--- src/rtl/eeprom_loader_pkg.sv ---
// eeprom_loader_pkg: shared state encoding and bus constants for the EEPROM boot loader
package eeprom_loader_pkg;
  typedef enum logic [2:0] {IDLE, REQ, RELEASE, WRITE, WRITE_END, DONE} state_t;
  localparam logic [3:0] MASK_ALL = 4'b0000;
endpackage

--- src/rtl/eeprom_loader_sync2.sv ---
// sync2: two-flop synchroniser for a single asynchronous level
module sync2 (
  input  logic clk,
  input  logic reset_n,
  input  logic i_d,
  output logic o_q
);
  logic r_meta, r_q;
  // shift the async level through two flops before anyone looks at it
  always_ff @(posedge clk or negedge reset_n)
    if (!reset_n) {r_q, r_meta} <= 2'b00;
    else {r_q, r_meta} <= {r_meta, i_d};
  assign o_q = r_q;
endmodule

--- src/rtl/eeprom_loader.sv ---
// eeprom_loader: copies the EEPROM image into RAM as little-endian 32-bit words at boot
module eeprom_loader
  import eeprom_loader_pkg::*;
#(
  parameter int          WORD_COUNT  = 512,
  parameter logic [10:0] EEPROM_BASE = 11'h000,
  parameter logic [15:0] LOAD_BASE   = 16'hc000,
  parameter int          TIMEOUT     = 50000
) (
  input  logic        clk,
  input  logic        reset_n,
  input  logic        start,
  output logic        busy,
  output logic        done,
  output logic        error,
  output logic [10:0] eeprom_address,
  output logic        eeprom_strobe,
  input  logic        eeprom_ready,
  input  logic [7:0]  eeprom_data,
  output logic [15:0] mem_address,
  output logic [31:0] mem_write,
  output logic [3:0]  mem_write_mask,
  output logic        mem_bus_enable,
  output logic        mem_write_enable
);
  localparam int WW = WORD_COUNT > 1 ? $clog2(WORD_COUNT) : 1;
  state_t r_state, w_next;
  logic w_rdy, w_wait, w_tmo, w_last;
  logic r_strobe, r_done, r_error;
  logic [WW-1:0] r_word;
  logic [1:0] r_byte;
  logic [15:0] r_tmo;
  logic [10:0] r_eaddr;
  logic [15:0] r_maddr;
  logic [31:0] r_wdata;

  sync2 u_sync (.clk(clk), .reset_n(reset_n), .i_d(eeprom_ready), .o_q(w_rdy));

  assign w_wait = (r_state == REQ && !w_rdy) || (r_state == RELEASE && w_rdy);
  assign w_tmo  = w_wait && r_tmo == 16'(TIMEOUT - 1);
  assign w_last = r_word == WW'(WORD_COUNT - 1);

  // state register
  always_ff @(posedge clk or negedge reset_n)
    if (!reset_n) r_state <= IDLE;
    else r_state <= w_next;

  // next state and the bus controls decoded from the current state
  always_comb begin
    w_next = r_state;
    busy = r_state != IDLE && r_state != DONE;
    mem_bus_enable = r_state == WRITE;
    mem_write_enable = r_state == WRITE;
    case (r_state)
      IDLE:      w_next = start ? REQ : IDLE;
      REQ:       w_next = w_tmo ? IDLE : w_rdy ? RELEASE : REQ;
      RELEASE:   w_next = w_tmo ? IDLE : w_rdy ? RELEASE : r_byte == 2'd3 ? WRITE : REQ;
      WRITE:     w_next = WRITE_END;
      WRITE_END: w_next = w_last ? DONE : REQ;
      DONE:      w_next = IDLE;
      default:   w_next = IDLE;
    endcase
  end

  // counters, address registers, byte assembly and sticky status flags
  always_ff @(posedge clk or negedge reset_n)
    if (!reset_n) begin
      r_strobe <= 1'b0;
      r_done   <= 1'b0;
      r_error  <= 1'b0;
      r_word   <= '0;
      r_byte   <= 2'd0;
      r_tmo    <= 16'd0;
      r_eaddr  <= 11'd0;
      r_maddr  <= 16'd0;
      r_wdata  <= 32'd0;
    end else begin
      r_strobe <= r_state == REQ && !w_rdy && !w_tmo;
      r_tmo    <= w_wait && !w_tmo ? r_tmo + 16'd1 : 16'd0;
      if (w_tmo) r_error <= 1'b1;
      case (r_state)
        IDLE: if (start) begin
          r_done  <= 1'b0;
          r_error <= 1'b0;
          r_eaddr <= EEPROM_BASE;
          r_maddr <= LOAD_BASE;
          r_word  <= '0;
          r_byte  <= 2'd0;
        end
        REQ: if (w_rdy) r_wdata[{r_byte, 3'b000} +: 8] <= eeprom_data;
        RELEASE: if (!w_rdy) begin
          r_eaddr <= r_eaddr + 11'd1;
          if (r_byte != 2'd3) r_byte <= r_byte + 2'd1;
        end
        WRITE_END: if (w_last) r_done <= 1'b1;
        else begin
          r_word  <= r_word + 1'b1;
          r_maddr <= r_maddr + 16'd4;
          r_byte  <= 2'd0;
        end
        default: ;
      endcase
    end

  assign done           = r_done;
  assign error          = r_error;
  assign eeprom_address = r_eaddr;
  assign eeprom_strobe  = r_strobe;
  assign mem_address    = r_maddr;
  assign mem_write      = r_wdata;
  assign mem_write_mask = MASK_ALL;
endmodule

--- config.mk ---
export PLATFORM = sky130hd
export DESIGN_NAME = eeprom_loader
export DESIGN_NICKNAME = d
export VERILOG_FILES = /design/src/rtl/eeprom_loader_pkg.sv /design/src/rtl/eeprom_loader_sync2.sv /design/src/rtl/eeprom_loader.sv
export SDC_FILE = /design/constraint.sdc
export NUM_CORES = 1
export LEC_CHECK = 0
export CAP_MARGIN = 20
export CORE_ASPECT_RATIO = 1.2
export CORE_UTILIZATION = 48
export DETAILED_ROUTE_END_ITERATION = 16
export DONT_BUFFER_PORTS = 1
export GPL_TIMING_DRIVEN = 0
export PLACE_DENSITY_LB_ADDON = 0.3
export SYNTH_ARGS = -nofsm -noshare
export SYNTH_HDL_FRONTEND = slang
export SYNTH_SLANG_ARGS = --single-unit
--- constraint.sdc ---
create_clock -name clk -period 3.4 [get_ports clk]
set_input_delay 0.34 -clock clk [delete_from_list [all_inputs] [get_ports clk]]
set_output_delay 0.34 -clock clk [all_outputs]
set_load 0.01 [all_outputs]
==> impl_metrics.toml <==
[clock_tree]
cts.sinks = 92
numCtsBuffers = 9
cts_resized = 0
cts_root_buf = "clkbuf_8"
cts_tree = "built"
clk_latency_ns = 0.37
cts.path.max_buffers = 2
clkTransAtPathRegs_ns = 0.10
htreeDepth = 3

[logic_synthesis]
synth-main-ff-cell = "dfrtp_1"
syn-instance-count = 478
ys_seq_elements = 92
yosysSeqAreaShare = 0.517
syn_area_um2 = 4460
synth_edf_count = 0
synth_area_per_cell_um2 = 9.32
async_flop_share = 1.00
synth.distinct_cells = 47
yosys_warnings = 0

[floorplan]
core_um2 = 9030
fp.dieW_um = 90.0
die-area_um2 = 9670
floorplan.initialDensity = 0.493
io_pins = 81
die_h_um = 108
fp-row-count = 38

[grt]
grt_overflow = 0
grt_pass1_vias = 3202
grt_antenna_before_repair = 0
grtUsageTotal = 0.199
grt_pass1_wl_mm = 15.3
grt_max_degree = 93

[finish]
syn_to_final_growth_pct = 9.58
fill_cells = 806
multi_input_area_um2 = 2000
final_core_util = 0.540
nets = 520
antenna_cells = 0
seqCellArea_um2 = 2300
drive_above_1_share = 0.0737

[timing]
finalMaxSlewViolations = 0
max_freq_mhz = 353
setup_tns_ns = 0
timing.final.crit_period_ns = 2.83
finalCritPeriodShare = 0.832
finalHoldViolCount = 0
finalSetupViolCount = 0
fin_worst_skew_ns = 0.0113
max_slew_margin = 0.326
rsz0062_at_grt = "false"
worstMarginPinSlew_ns = 0.997

[worst_setup_path]
cp_data_arrival_time_ns = 3.12
required_ns = 3.69
crit_type = "reg -> reg"
crit_path_end_kind = "flop"
cp-start-kind = "flop"
critPathMaxFanout = 9

[detailed_routing]
vias = 3432
wire_per_inst_um = 14.9
drtIter0Drc = 168
drc_errors = 0
postRouteAntennaNets = 0
wl_mm = 9.26
via_per_inst = 5.52
firstDrtPassIters = 4

[power]
max-vdd-ir-drop_mv = 0.218
power.leakage_nw = 2.06
power.density_nw_per_um2 = 658

[placement]
portBuffers = 0
place.gp.congestion = 0.815
hpwl_mm = 6.48

[run_status]
status = "finished, final reports clean"

[flow_run]
cap_viol_max_count = 0

[worst_hold_path]
hp-class = "in -> reg"
[path summary, 6_finish.rpt]
check,slack (ns),startpoint,end,depth (start not counted)
max in group asynchronous,2.52,reset_n,done,2
worst max-delay path,0.57,r_word[0],mem_address[13],10
worst min-delay path,0.09,eeprom_data[3],mem_write[3],2
worst min register to register,0.35,u_sync.r_meta,u_sync.o_q,0
min in group asynchronous,0.55,reset_n,mem_write[15],2
worst max register to register,0.57,r_word[0],mem_address[13],10
[synthesized netlist by cell type, types with 9 or more instances]
cell / count / area, um^2
nor4_1: 11 / 68.8
xor2_1: 9 / 78.8
ha_1: 11 / 138
nand2_1: 95 / 357
nand3_1: 16 / 80.1
nand4_1: 9 / 56.3
o21ai_0: 50 / 250
inv_1: 10 / 37.5
or3_1: 12 / 75.1
dfrtp_1: 92 / 2300
a21oi_1: 20 / 100
xnor2_1: 12 / 105
clkbuf_1: 14 / 52.6
nor2_1: 36 / 135
[flip-flops by register name (all words and copies together), names as in the netlist, 2 cells and up]
register	count
mem_write	32
r_tmo	16
mem_address	14
eeprom_address	11
r_word	9
r_state	3
r_byte	2
[layer usage]
metal,part of all wire,GRT usage
met3,0.055,0.0508
met5,0,0
met1,0.43,0.243
met2,0.50,0.336
met4,0.013,0.0853
[cells by family after synthesis]
kind of cell    Yosys count  share of synthesized area
mux                       5                     0.0121
flops                    92                      0.517
xor+xnor                 21                     0.0413
compound gates           87                      0.109
simple gates            226                      0.252
fa+ha+maj                11                     0.0309
other cells               1                   0.000842
buf+inv                  35                     0.0376
[report_power, final]
part           switching, mW  internal, mW  total, mW
Sequential             0.307          1.34       1.65
Combinational          0.505         0.291      0.796
Clock                  0.406         0.366      0.772
[worst max-delay path, cell delays in order, from the launching register on]
cell and delay (ns):
dfrtp_1 0.42, ha_1 0.22, nand3_1 0.16, nor2_1 0.07
ha_1 0.24, and2_1 0.18, buf_1 0.19, or4_1 0.49
buf_2 0.17, or4_1 0.46, a21oi_1 0.15
[final cells by class]
| type | instances | area share |
|---|---|---|
| Clock buffer | 10 | 0.0282 |
| Tap cell | 120 | 0.0308 |
| Inverter | 10 | 0.00769 |
| Sequential cell | 92 | 0.472 |
| Buffer | 25 | 0.0267 |
| Clock inverter | 6 | 0.0149 |
| Timing Repair Buffer | 3 | 0.00974 |
| Multi-Input combinational cell | 356 | 0.411 |
[cells in the final DEF (no fill, tap or decap), types with 3 or more instances in the layout]
cell,netlist,layout
nor3b_1,3,3
and3_1,4,4
buf_4,7,7
xor2_1,9,9
nor3_1,5,5
clkbuf_1,14,14
a21oi_1,20,20
o31ai_1,4,4
nor2_1,36,36
nand4_1,9,9
and2_1,5,5
clkinv_4,0,3
nand2_1,95,95
o21ai_0,50,50
nand2b_1,4,4
mux2_2,3,3
and4_1,3,3
nor4_1,11,11
nor4b_1,4,4
nor2b_1,3,3
ha_1,11,11
conb_1,1,6
a31o_2,3,3
nand3_1,16,16
o21a_1,3,3
inv_1,10,10
xnor2_1,12,12
clkbuf_8,0,10
dfrtp_1,92,92
or3_1,12,12
or4_1,6,6
[through the flow]
stage	instance area [um^2]	cells	power (mW)	hold slack (ns)	setup WS, ns
2_1_floorplan	4470	483	2.22	0.0444	0.820
3_3_place_gp	4620	603	2.40	0.0473	0.620
3_5_place_dp	4620	603	2.44	0.0467	0.603
4_1_cts	4880	622	3.24	0.0814	0.581
5_1_grt	4880	622	3.42	0.0873	0.385
6_report	4880	622	3.21	0.0914	0.571
[timing repair]
item,CTS,global route
hold buffers,3,0
endpoints found under the hold margin,93,0
setup buffers,0,0
No activity file was read; power rests on OpenSTA's default activity.
